[src/rtl/tiny_rv_opfetch.sv]
// Operand fetch / issue stage with a pending-write scoreboard and a registered issue slot.
// Optional writeback-to-operand bypass is enabled by defining TINY_RV_OPF_BYPASS_EN.
module tiny_rv_opfetch (
  input  logic        i_clk,
  input  logic        i_rst,
  input  logic        i_valid,
  input  logic [4:0]  i_rs1,
  input  logic [4:0]  i_rs2,
  input  logic [4:0]  i_rd,
  input  logic        i_rd_we,
  input  logic [31:0] i_pc,
  input  logic [31:0] i_imm,
  input  logic [7:0]  i_ctrl,
  output logic        o_ready,
  output logic [4:0]  o_rf_raddr1,
  output logic [4:0]  o_rf_raddr2,
  input  logic [31:0] i_rf_rdata1,
  input  logic [31:0] i_rf_rdata2,
  input  logic        i_wb_valid,
  input  logic [4:0]  i_wb_rd,
  input  logic [31:0] i_wb_data,
  output logic        o_valid,
  output logic [31:0] o_op1,
  output logic [31:0] o_op2,
  output logic [4:0]  o_rd,
  output logic        o_rd_we,
  output logic [31:0] o_pc,
  output logic [31:0] o_imm,
  output logic [7:0]  o_ctrl,
  input  logic        i_ready,
  input  logic        i_flush
);

  logic [31:0] pend_q, pend_d;
  logic        byp1, byp2;
  logic        src1_pend, src2_pend, dst_pend, hazard, accept;
  logic [31:0] op1_d, op2_d;

  assign o_rf_raddr1 = i_rs1;
  assign o_rf_raddr2 = i_rs2;

`ifdef TINY_RV_OPF_BYPASS_EN
  assign byp1 = i_wb_valid && (i_wb_rd == i_rs1) && (i_rs1 != 5'd0);
  assign byp2 = i_wb_valid && (i_wb_rd == i_rs2) && (i_rs2 != 5'd0);
  assign op1_d = byp1 ? i_wb_data : i_rf_rdata1;
  assign op2_d = byp2 ? i_wb_data : i_rf_rdata2;
`else
  logic unused_wb_data;
  assign unused_wb_data = ^i_wb_data;
  assign byp1  = 1'b0;
  assign byp2  = 1'b0;
  assign op1_d = i_rf_rdata1;
  assign op2_d = i_rf_rdata2;
`endif

  assign src1_pend = (i_rs1 != 5'd0) && pend_q[i_rs1] && !byp1;
  assign src2_pend = (i_rs2 != 5'd0) && pend_q[i_rs2] && !byp2;
  // Stalling on a pending destination keeps at most one write per register in flight.
  assign dst_pend  = i_rd_we && (i_rd != 5'd0) && pend_q[i_rd] &&
                     !(i_wb_valid && (i_wb_rd == i_rd));
  assign hazard    = src1_pend || src2_pend || dst_pend;

  assign o_ready = !i_rst && (!o_valid || i_ready) && !hazard && !i_flush;
  assign accept  = i_valid && o_ready;

  always_comb begin
    pend_d = pend_q;
    if (i_wb_valid && (i_wb_rd != 5'd0)) pend_d[i_wb_rd] = 1'b0;
    // A killed entry never reaches writeback, so its reservation is dropped here.
    if (i_flush && o_valid && o_rd_we) pend_d[o_rd] = 1'b0;
    if (accept && i_rd_we && (i_rd != 5'd0)) pend_d[i_rd] = 1'b1;
    pend_d[0] = 1'b0;
  end

  always_ff @(posedge i_clk or posedge i_rst) begin
    if (i_rst) begin
      pend_q  <= '0;
      o_valid <= 1'b0;
      o_op1   <= '0;
      o_op2   <= '0;
      o_rd    <= '0;
      o_rd_we <= 1'b0;
      o_pc    <= '0;
      o_imm   <= '0;
      o_ctrl  <= '0;
    end else begin
      pend_q <= pend_d;
      if (i_flush) begin
        o_valid <= 1'b0;
      end else if (accept) begin
        o_valid <= 1'b1;
        o_op1   <= op1_d;
        o_op2   <= op2_d;
        o_rd    <= i_rd;
        o_rd_we <= i_rd_we;
        o_pc    <= i_pc;
        o_imm   <= i_imm;
        o_ctrl  <= i_ctrl;
      end else if (i_ready) begin
        o_valid <= 1'b0;
      end
    end
  end

endmodule

[config.mk]
export PLATFORM = sky130hd
export DESIGN_NAME = tiny_rv_opfetch
export DESIGN_NICKNAME = d
export VERILOG_FILES = /design/src/rtl/tiny_rv_opfetch.sv
export SDC_FILE = /design/constraint.sdc
export NUM_CORES = 1
export LEC_CHECK = 0
export BUFFER_PORTS_ARGS = -buffer_cell sky130_fd_sc_hd__buf_2
export CORE_MARGIN = 2
export CORE_UTILIZATION = 43
export CTS_CLUSTER_SIZE = 28
export DETAILED_ROUTE_END_ITERATION = 10
export PLACE_DENSITY = 0.77
export SYNTH_ARGS = -nofsm -noshare
export SYNTH_HDL_FRONTEND = slang
export SYNTH_SLANG_ARGS = --single-unit
[constraint.sdc]
create_clock -name i_clk -period 5 [get_ports i_clk]
set_input_delay 0 -clock i_clk [delete_from_list [all_inputs] [get_ports i_clk]]
set_output_delay 0 -clock i_clk [all_outputs]
set_load 0.01 [all_outputs]
* After elaboration in Yosys (flattened, before gate mapping)
Index checks and enable logic that the tools add are counted.
** Storage, ports and cells
- Output and inout port bits :: 154
- Logic and storage cells :: 74
- Input bits :: 195
- Register bits after elaboration :: 174
** Operators by class
- Eq/ne operators :: 1
- $lt $le $gt $ge :: 8
- Reductions and logical operators :: 32
- Bitwise operators :: 6
- Muxes and demuxes :: 18
** Operator list (count)
- $mux W32 :: 3
- $and A32 B32 Y32 :: 2
- $not A32 Y32 :: 2
- $or A32 B32 Y32 :: 1
- $lt A5 B6 Y1 const B :: 5
- $reduce_bool A5 Y1 :: 4
- $logic_and A1 B1 Y1 :: 18
- $bmux W1 S5 :: 3
- $demux W1 S5 :: 3
- $ge A5 B1 Y1 const B :: 3
- $mux W1 :: 9
- $eq A5 B5 Y1 :: 1
- $logic_not A1 Y1 :: 5
- $logic_or A1 B1 Y1 :: 3
- $reduce_bool A3 Y1 :: 1
- $reduce_and A2 Y1 :: 1
- $not A1 Y1 :: 1

* Depth between registers and ports, before layout
Gate-level depths: netlist of the first run.
- Depth after elaboration :: 12
- Depth in mapped cells :: 11
- Mapped depth without buffers :: 7

* Worst setup path after synthesis of the first run
OpenSTA, ideal clock, no wires.
- Path kind :: register -> register
- Start point :: register pend_q[15]
- End point :: register o_op1[10]
- Period minus slack after synthesis :: 2.567 ns
- Buffers on the path :: 2
- Data arrival time :: 2.439 ns
- Library setup time :: 0.127 ns
- Data required time :: 4.873 ns
- Setup slack :: 2.433 ns
- Cell stages (with the launch flop) :: 9
- Cell sequence :: dfrtp_1 > mux4_2 > mux4_2 > nor2b_4 > nor4_4 > nand3_2 > buf_4 > buf_6 > mux2_1
** Between the ends
- Longest elaborated chain between the ends :: 10
- Elaborated cells between the ends (all ways) :: 17
- Classes of those cells :: mux (6); reduce/logical (11)
** Ends and longest elaborated chain
- start: declaration :: line 34 : logic [31:0] pend_q, pend_d;
- start signal: assignment :: line 87 : pend_q <= pend_d;
- $bmux W1 S5 (on tied branches) :: line 56, 57, 59
- $mux W1 (on tied branches) :: line 56, 57, 59
- $logic_and A1 B1 Y1 (on tied branches) :: line 56, 57, 59
- $logic_or A1 B1 Y1 or $logic_and A1 B1 Y1 (tied branches) :: line 61, 59
- $logic_or A1 B1 Y1 (*) :: line 61 : assign hazard = src1_pend || src2_pend || dst_pend;
- $logic_not A1 Y1 (*) :: line 63 : assign o_ready = !i_rst && (!o_valid || i_ready) && !hazard && !i_flush;
- $logic_and A1 B1 Y1 (*) (2 in a row) :: line 63
- $logic_and A1 B1 Y1 (*) :: line 64 : assign accept = i_valid && o_ready;
- $reduce_and A2 Y1 (no source line) (*)
- end signal: assignment :: line 92 : o_op1 <= op1_d;
- end: declaration :: line 23 : output logic [31:0] o_op1,
Mark *: on every way between the ends. The rest lies on a longest branch, timed or not. The select of a mux whose other input is x is not followed.
A chain may end at the register's enable or synchronous reset.

* Worst setup path in the final report of the first run
- Start point :: register pend_q[13]
- End point :: register o_pc[3]
** Between the ends
- Longest elaborated chain between the ends :: 10
- Elaborated cells between the ends (all ways) :: 17
- Classes of those cells :: mux (6); reduce/logical (11)
** Ends and longest elaborated chain
- $bmux W1 S5 (on tied branches) :: line 56, 57, 59
- $mux W1 (on tied branches) :: line 56, 57, 59
- $logic_and A1 B1 Y1 (on tied branches) :: line 56, 57, 59
- $logic_or A1 B1 Y1 or $logic_and A1 B1 Y1 (tied branches) :: line 61, 59
- $logic_or A1 B1 Y1 (*) :: line 61
- $logic_not A1 Y1 (*) :: line 63
- $logic_and A1 B1 Y1 (*) (2 in a row) :: line 63
- $logic_and A1 B1 Y1 (*) :: line 64
- $reduce_and A2 Y1 (no source line) (*)
- end signal: assignment :: line 96 : o_pc <= i_pc;
- end: declaration :: line 27 : output logic [31:0] o_pc,
Marked as above.

==> qor.yml, run 1 <==
final_area_mm2: 0.0116
synth-compound-area-share_pct: 7.84
setup_viol: 0
area_delta_synth_final_pct: 44.1
final.setup.tns_ps: 0
fin_worst_skew_ps: 18.2
clkSinkCount: 174
antenna_cells: 0
yosys_warnings: 0
synth_nets: 782
cts_root_buf: "clkbuf_16"
die_h_um: 141
grt_overflow: 0
p_total_mw: 4.49
holdWs_ps: 40.8
die_w_um: 141
clock_latency_ps: 430
worst_setup_path_end_kind: "flop"
ys_seq_area_share_pct: 53.9
htreeDepth: 4
synthAdderAreaFrac_pct: 0
crit_path_max_fanout: 118
cts.repair.resized: 0
wl_per_cell_um: 20.8
antenna_found_initial: 0
clock.fmax_mhz: 260
grt.total_usage_pct: 26.6
synth_edf_count: 0
p_leak_nw: 5.41
portBuffers: 316
synthArstFlopShare_pct: 100
required_ps: 5290
drc: 0
fillers: 1335
syn_area_per_cell_um2: 13.8
synthMuxAreaShare_pct: 26.4
utilization_pct: 62.6
synthCells: 587
internal_power_mw: 3.05
synth-seq-cells: 174
drtIter0Drc: 582
tightest_slew_ps: 776
hold_viol: 0
synth.area.top_cells: "dfrtp_1 54%, mux2_1 18%, o221ai_1 3.4%"
place_hpwl_um: 16500
numCtsBuffers: 17
p_per_area_mw_per_mm2: 385
ant_nets: 0
rsz0062_at_grt: "no"
totalWireLength_um: 26100
synth.largest_area_cell: "dfrtp_1"
final_nets: 1206
startpoint_type: "flop"
via_per_inst: 5.57
dr_total_vias: 7006
fp.coreArea_mm2: 0.0186
path_class: "reg -> reg"
sequentialPowerShare_pct: 43.6
fin_crit_ps: 3850
synth_cell_types: 41
ir_worst_vdd_mv: 0.246
p_comb_share_pct: 25.8
outcome: "complete, no violations"
synth_flop_cell: "dfrtp_1"
slew_headroom_pct: 48.3
first_pass_iters: 5
reg2reg_from: "pend_q[13]"
synth_common_cells: "174 x dfrtp_1, 128 x mux2_1, 32 x o31ai_1, 31 x o221ai_1, 25 x mux2i_1"
cts_tree: "yes"
grt_pass1_vias: 7475
synth.most_common_cell: "dfrtp_1"
pwr-share-clk_pct: 30.6
synth_area_mm2: 0.00807
start_util_pct: 43.5
fin_crit_sh_pct: 77.0
hp-class: "in -> reg"
maxSlewViolCount: 0
synth_top_cell_area_share_pct: 53.9
grt_max_degree: 119
synth-simple-area-share_pct: 6.66
synth_top_family_by_area: "multiplexers"
clk_pin_slew_ps: 70
drv_cap: 0
grt_pass1_wl_um: 41100
cp.arrival_ps: 4140
drive_gt1_share_pct: 37.7
startpoint: "pend_q[13]"
clk_path_buf_depth: 2
io_pins: 349
rows: 50
gp_congestion: 0.971
holdCritStartpoint: "i_rd[1]"
switching_share_pct: 32.1
place_area_mm2: 0.00963
fp.dieArea_mm2: 0.0199
switchingPower_mw: 1.44
synth-xor-area-share_pct: 0.542
==> per-stage QoR <==
| stage | std cells | worst slack, ps |
|---|---|---|
| finish | 1258 | 1150 |
| global route | 1258 | 1020 |
| CTS | 1258 | 1270 |
| detailed placement | 1086 | 1280 |
| global placement | 1086 | 1280 |
| floorplan | 587 | 283 |
==> cell type report <==
class                           instances  area, um^2  share of cell area [%]
Tap cell                              234         293                    2.52
Clock inverter                         13         169                    1.45
Sequential cell                       174        4350                    37.4
Multi-Input combinational cell        356        3350                    28.8
Timing Repair Buffer                  459        3020                    25.9
Clock buffer                           19         433                    3.72
Inverter                                3        16.3                   0.140
==> power groups by stage <==
stage | Combinational (mW) | Sequential, mW | Clock, mW
finish | 1.16 | 1.95 | 1.37
floorplan | 0.396 | 2.06 | 0
detailed placement | 1.05 | 1.95 | 0
global placement | 1.02 | 1.93 | 0
CTS | 1.13 | 1.93 | 1.39
global route | 1.23 | 1.99 | 1.46
==> final timing paths <==
check | slack (ps) | cells after the start | to
worst max-delay path | 1150 | 7 | o_pc[3]
max in group asynchronous | 3600 | 4 | o_op2[24]
worst min-delay path | 40 | 2 | o_rd[1]
worst max register to register | 1150 | 7 | o_pc[3]
min in group asynchronous | 290 | 3 | o_rd[1]
worst min register to register | 480 | 1 | o_imm[3]
==> state kept, by name, indices dropped and copies added, names as in the netlist <==
signal,flops
o_ctrl,8
o_imm,32
o_op1,32
o_op2,32
o_pc,32
o_rd,5
o_rd_we,1
o_valid,1
pend_q,31
==> what timing repair did <==
action | 4_1_cts | 5_1_grt
setup buffers | 0 | 0
hold buffers | 140 | 0
hold endpoints to repair | 219 | 0
==> per-layer routing <==
layer	part of all wire, %	wire length [um]	vias up	global-route usage [%]
li1	-	-	3046	-
met1	37	9780	3453	32.0
met2	51	13400	417	45.8
met3	7.2	1870	90	6.05
met4	4.1	1070	0	11.8
met5	0	0	-	0
==> logic make-up (layout without fill, tap and decap cells) <==
family | after synthesis | count (layout)
mux | 180 | 180
flops | 174 | 174
simple gates | 89 | 89
compound gates | 82 | 82
buf+inv | 57 | 494
xor+xnor | 5 | 5
==> cells in the final DEF, fill, tap and decap left out, types with 4 or more instances in the layout <==
| cell type | n |
|---|---|
| nand2b_1 | 10 |
| mux2i_1 | 25 |
| dfrtp_1 | 174 |
| nand2_1 | 15 |
| mux2_1 | 128 |
| o31ai_1 | 32 |
| buf_2 | 316 |
| inv_6 | 6 |
| nand3b_1 | 13 |
| nor2_1 | 10 |
| or3b_2 | 5 |
| nand3_1 | 12 |
| mux2_2 | 15 |
| xor2_1 | 4 |
| dlygate4sd3_1 | 140 |
| mux4_2 | 12 |
| nor2b_1 | 6 |
| clkbuf_16 | 17 |
| nor3_1 | 4 |
| o22ai_1 | 5 |
| o21ai_0 | 6 |
| or3_1 | 4 |
| o221ai_1 | 31 |
==> worst max-delay path, cell delays in order (launching register included) <==
cell and delay, ps:
dfrtp_1 440, mux4_2 480, mux4_2 460, nor2b_4 140, nor4_4 440, nand3_4 650
buf_12 500, mux2_1 460
No activity file was read; power rests on OpenSTA's default activity.
==> run 2, diff against run 1 <==
==> constraint.sdc (replaced) <==
create_clock -name i_clk -period 3.4 [get_ports i_clk]
set_input_delay 0 -clock i_clk [delete_from_list [all_inputs] [get_ports i_clk]]
set_output_delay 0 -clock i_clk [all_outputs]
set_load 0.01 [all_outputs]
==> qor.yml, run 2 (synthesis gave the netlist of run 1 again) <==
final_area_mm2: 0.0117
slew_headroom_pct: 45.3
final_common_cell: "buf_2"
ant_nets: 0
clock.fmax_mhz: 308
clk_pin_slew_ps: 70
drc: 0
cp.arrival_ps: 3600
path_class: "reg -> reg"
cp_top_family: "multiplexers"
worst_setup_path_end_kind: "flop"
antenna_found_initial: 0
dr_total_vias: 6929
wl_per_cell_um: 20.4
crit_chain: "mux4_2 -> mux4_2 -> nor2b_4 -> nor4_4 -> nand3_4 -> buf_4 -> o21ai_0 -> dlygate4sd3_1"
place_area_mm2: 0.00967
fin_worst_skew_ps: 23.0
rsz0062_at_grt: "no"
drtIter0Drc: 459
place_hpwl_um: 16300
wl_met2_um: 13200
portBuffers: 316
clk_path_buf_depth: 2
grt_pass1_vias: 7226
max_stage_delay_ps: 560
ir_worst_vdd_mv: 0.342
hold_buffers: 140
drive_gt1_share_pct: 38.0
p_leak_nw: 5.44
cp_num_buf_inv: 2
fp.dieArea_mm2: 0.0199
area_delta_synth_final_pct: 44.8
startpoint_type: "flop"
tightest_slew_ps: 819
final_cell_mix: "316 x buf_2, 174 x dfrtp_1, 140 x dlygate4sd3_1, 128 x mux2_1, 32 x o31ai_1"
maxSlewViolCount: 0
highest_layer: "met4"
fin_crit_ps: 3250
fp.coreArea_mm2: 0.0186
hp-class: "in -> reg"
outcome: "complete, no violations"
gp_congestion: 0.969
grt.total_usage_pct: 25.4
cts_setup_buffers: 0
wl_met1_um: 9380
antenna_cells: 0
rows: 50
cts.repair.resized: 0
crit_path_max_fanout: 53
final.setup.tns_ps: 0
clock_latency_ps: 430
hold_viol: 0
wl_met3_um: 1840
totalWireLength_um: 25700
cts_tree: "yes"
fin_crit_sh_pct: 95.5
p_per_area_mw_per_mm2: 562
start_util_pct: 43.5
required_ps: 3760
clkSinkCount: 174
setup_viol: 0
grt_overflow: 0
die_w_um: 141
numCtsBuffers: 17
crit_slowest_cell: "dlygate4sd3_1"
grt_pass1_wl_um: 39000
die_h_um: 141
drv_cap: 0
first_pass_iters: 5
io_pins: 349
cts_root_buf: "clkbuf_16"
crit_top_cell: "mux4_2"
final_nets: 1208
grt_max_degree: 122
htreeDepth: 4
via_per_inst: 5.50
[run 2: cell types whose count changed in the layout (fill, tap and decap cells not counted)]
cell / previous run / this run
clkinvlp_4: 2 / 1
clkbuf_1: 2 / 0
clkinv_4: 0 / 3
bufinv_16: 2 / 1
inv_6: 6 / 4
buf_12: 1 / 3
clkinv_8: 1 / 4
[run 2: path summary, 6_finish.rpt]
path                                 from  slack (ps)         to  depth (start not counted)
worst max register to register  pend_q[7]         150    o_valid                          8
min in group asynchronous           i_rst         280  o_imm[23]                          3
worst min-delay path              i_rd[4]          30    o_rd[4]                          2
worst min register to register  o_op1[10]         490  o_op1[10]                          1
worst max-delay path            pend_q[7]         150    o_valid                          8
max in group asynchronous           i_rst        2330   o_imm[1]                          4
[run 2: final cells by class]
type	count	area [um^2]
Multi-Input combinational cell	356	3350
Tap cell	234	293
Sequential cell	174	4350
Timing Repair Buffer	461	3060
Clock buffer	17	425
Fill cell	1377	6890
Clock inverter	15	190
Inverter	3	15.0
[run 2: layer usage]
layer  global-route usage, %  up-vias
met1                    28.9     3395
li1                        -     3045
met5                       0        -
met2                    44.6      398
met4                    12.5        0
met3                    6.52       91
[run 2: power by group]
part	internal [mW]	switching (mW)
clock network	1.06	0.928
registers	2.54	0.325
logic	0.822	0.887
[run 2: through the flow]
stage	cells	setup slack [ps]	utilization, %	hold slack (ps)	power (mW)
2_1_floorplan	587	833	-	91.8	3.62
3_3_place_gp	1088	497	52.1	209	4.33
3_5_place_dp	1088	424	52.1	211	4.40
4_1_cts	1260	165	62.9	0.977	6.53
5_1_grt	1260	40.2	62.9	18.6	6.86
6_report	1260	153	62.9	25.0	6.57
==> run 3, diff against run 2 <==
--- a/config.mk
+++ b/config.mk
@@ -6,11 +6,12 @@
 export NUM_CORES = 1
 export LEC_CHECK = 0
 export BUFFER_PORTS_ARGS = -buffer_cell sky130_fd_sc_hd__buf_2
-export CORE_MARGIN = 2
-export CORE_UTILIZATION = 43
+export CAP_MARGIN = 10
+export CORE_UTILIZATION = 45
+export CTS_BUF_LIST = sky130_fd_sc_hd__clkbuf_8
 export CTS_CLUSTER_SIZE = 28
 export DETAILED_ROUTE_END_ITERATION = 10
-export PLACE_DENSITY = 0.77
+export PLACE_DENSITY = 0.8
 export SYNTH_ARGS = -nofsm -noshare
 export SYNTH_HDL_FRONTEND = slang
 export SYNTH_SLANG_ARGS = --single-unit
==> qor.yml, run 3 (synthesis gave the netlist of run 1 again) <==
outcome: "complete, no violations"
antenna_cells: 0
antenna_found_initial: 0
fp.dieArea_mm2: 0.0185
drc: 0
required_ps: 3800
drive_gt1_share_pct: 37.7
hold_viol: 0
io_pins: 349
gp_congestion: 0.936
cp.arrival_ps: 3630
rsz0062_at_grt: "no"
startpoint_type: "flop"
grt_pass1_wl_um: 40600
cts_root_buf: "clkbuf_8"
area_delta_synth_final_pct: 42.7
p_leak_nw: 5.37
clock_latency_ps: 470
fin_crit_ps: 3240
slew_headroom_pct: 56.4
grt_max_degree: 96
crit_chain: "mux4_2 -> mux4_2 -> nor2b_4 -> nor4_4 -> nand3_4 -> buf_12 -> o21ai_0 -> dlygate4sd3_1"
final_cell_mix: "316 x buf_2, 174 x dfrtp_1, 146 x dlygate4sd3_1, 128 x mux2_1, 32 x o31ai_1"
crit_top_cell: "mux4_2"
final_nets: 1214
fin_worst_skew_ps: 17.7
final_area_mm2: 0.0115
cts_tree: "yes"
clk_path_buf_depth: 2
place_hpwl_um: 17100
grt_pass1_vias: 7366
fin_crit_sh_pct: 95.2
start_util_pct: 46.4
worst_setup_path_end_kind: "flop"
place_area_mm2: 0.00966
startpoint: "pend_q[15]"
holdCritStartpoint: "i_wb_rd[3]"
fillers: 1236
p_per_area_mw_per_mm2: 528
portBuffers: 316
totalWireLength_um: 26700
drtIter0Drc: 447
hp-class: "in -> reg"
ir_worst_vdd_mv: 0.458
wl_per_cell_um: 21.3
die_h_um: 136
crit_path_max_fanout: 95
drv_cap: 0
setup_viol: 0
htreeDepth: 4
cp_top_family: "multiplexers"
numCtsBuffers: 17
clkSinkCount: 174
tightest_slew_ps: 653
grt_overflow: 0
rows: 48
final.setup.tns_ps: 0
via_per_inst: 5.59
die_w_um: 136
reg2reg_from: "pend_q[15]"
fp.coreArea_mm2: 0.0174
maxSlewViolCount: 0
cts_setup_buffers: 0
clk_pin_slew_ps: 100
max_stage_delay_ps: 560
ant_nets: 0
dr_total_vias: 7026
crit_slowest_cell: "dlygate4sd3_1"
first_pass_iters: 6
clock.fmax_mhz: 309
path_class: "reg -> reg"
utilization_pct: 66.1
cp_num_buf_inv: 2
final_common_cell: "buf_2"
grt.total_usage_pct: 29.3
run 3: cell count changes in the layout (fill, tap and decap cells not counted), moves of 2 or more:
cell | previous run | this run
dlygate4sd3_1 | 140 | 146
clkbuf_8 | 0 | 17
clkbuf_16 | 17 | 0
inv_6 | 4 | 6
clkinv_8 | 4 | 1
run 3: power breakdown:
part / internal, mW / switching, mW
logic: 0.827 / 0.912
clock network: 0.619 / 0.855
registers: 2.54 / 0.327
total: 3.99 / 2.09
run 3: final cells by class:
type                            instances  area [um^2]  area share [%]
Tap cell                              225          282            2.44
Sequential cell                       174         4350            37.8
Multi-Input combinational cell        356         3350            29.1
Timing Repair Buffer                  467         3120            27.1
Inverter                                3         15.0           0.130
Clock inverter                         15          165            1.43
Clock buffer                           17          234            2.03
run 3: worst min-delay path: stages:
cell and delay [ps]:
buf_2 170, nand2b_1 90, o221ai_1 120, o31ai_1 80
run 3: final timing paths:
path / to / slack [ps] / cells past startpoint
min reg2reg: o_pc[18] / 490 / 1
min: pend_q[24] / 40 / 4
max: o_valid / 160 / 8
max in group asynchronous: o_op1[0] / 2200 / 4
min in group asynchronous: o_op1[31] / 170 / 3
max reg2reg: o_valid / 160 / 8
run 3: layer usage:
metal	share of wire (%)	wire (um)	vias up	GRT usage (%)
met5	0	0	-	0
met3	7.2	1930	86	6.15
met1	36	9600	3472	33.4
li1	-	-	3062	-
met2	51	13600	406	50.6
met4	6.0	1600	0	17.6
run 3: stage by stage:
| stage | hold slack (ps) | std cells | setup slack (ps) | power, mW |
|---|---|---|---|---|
| floorplan | 91.8 | 587 | 833 | 3.62 |
| global route | 43.8 | 1257 | 64.9 | 6.34 |
| global placement | 109 | 1079 | 537 | 4.35 |
| detailed placement | 111 | 1079 | 484 | 4.42 |
| CTS | 5.26 | 1257 | 232 | 6.03 |
| finish | 42.7 | 1257 | 162 | 6.08 |
run 3: what timing repair did:
action	in CTS	in global routing
gates resized for setup	0	0
hold buffers	146	0
hold endpoints to repair	165	0
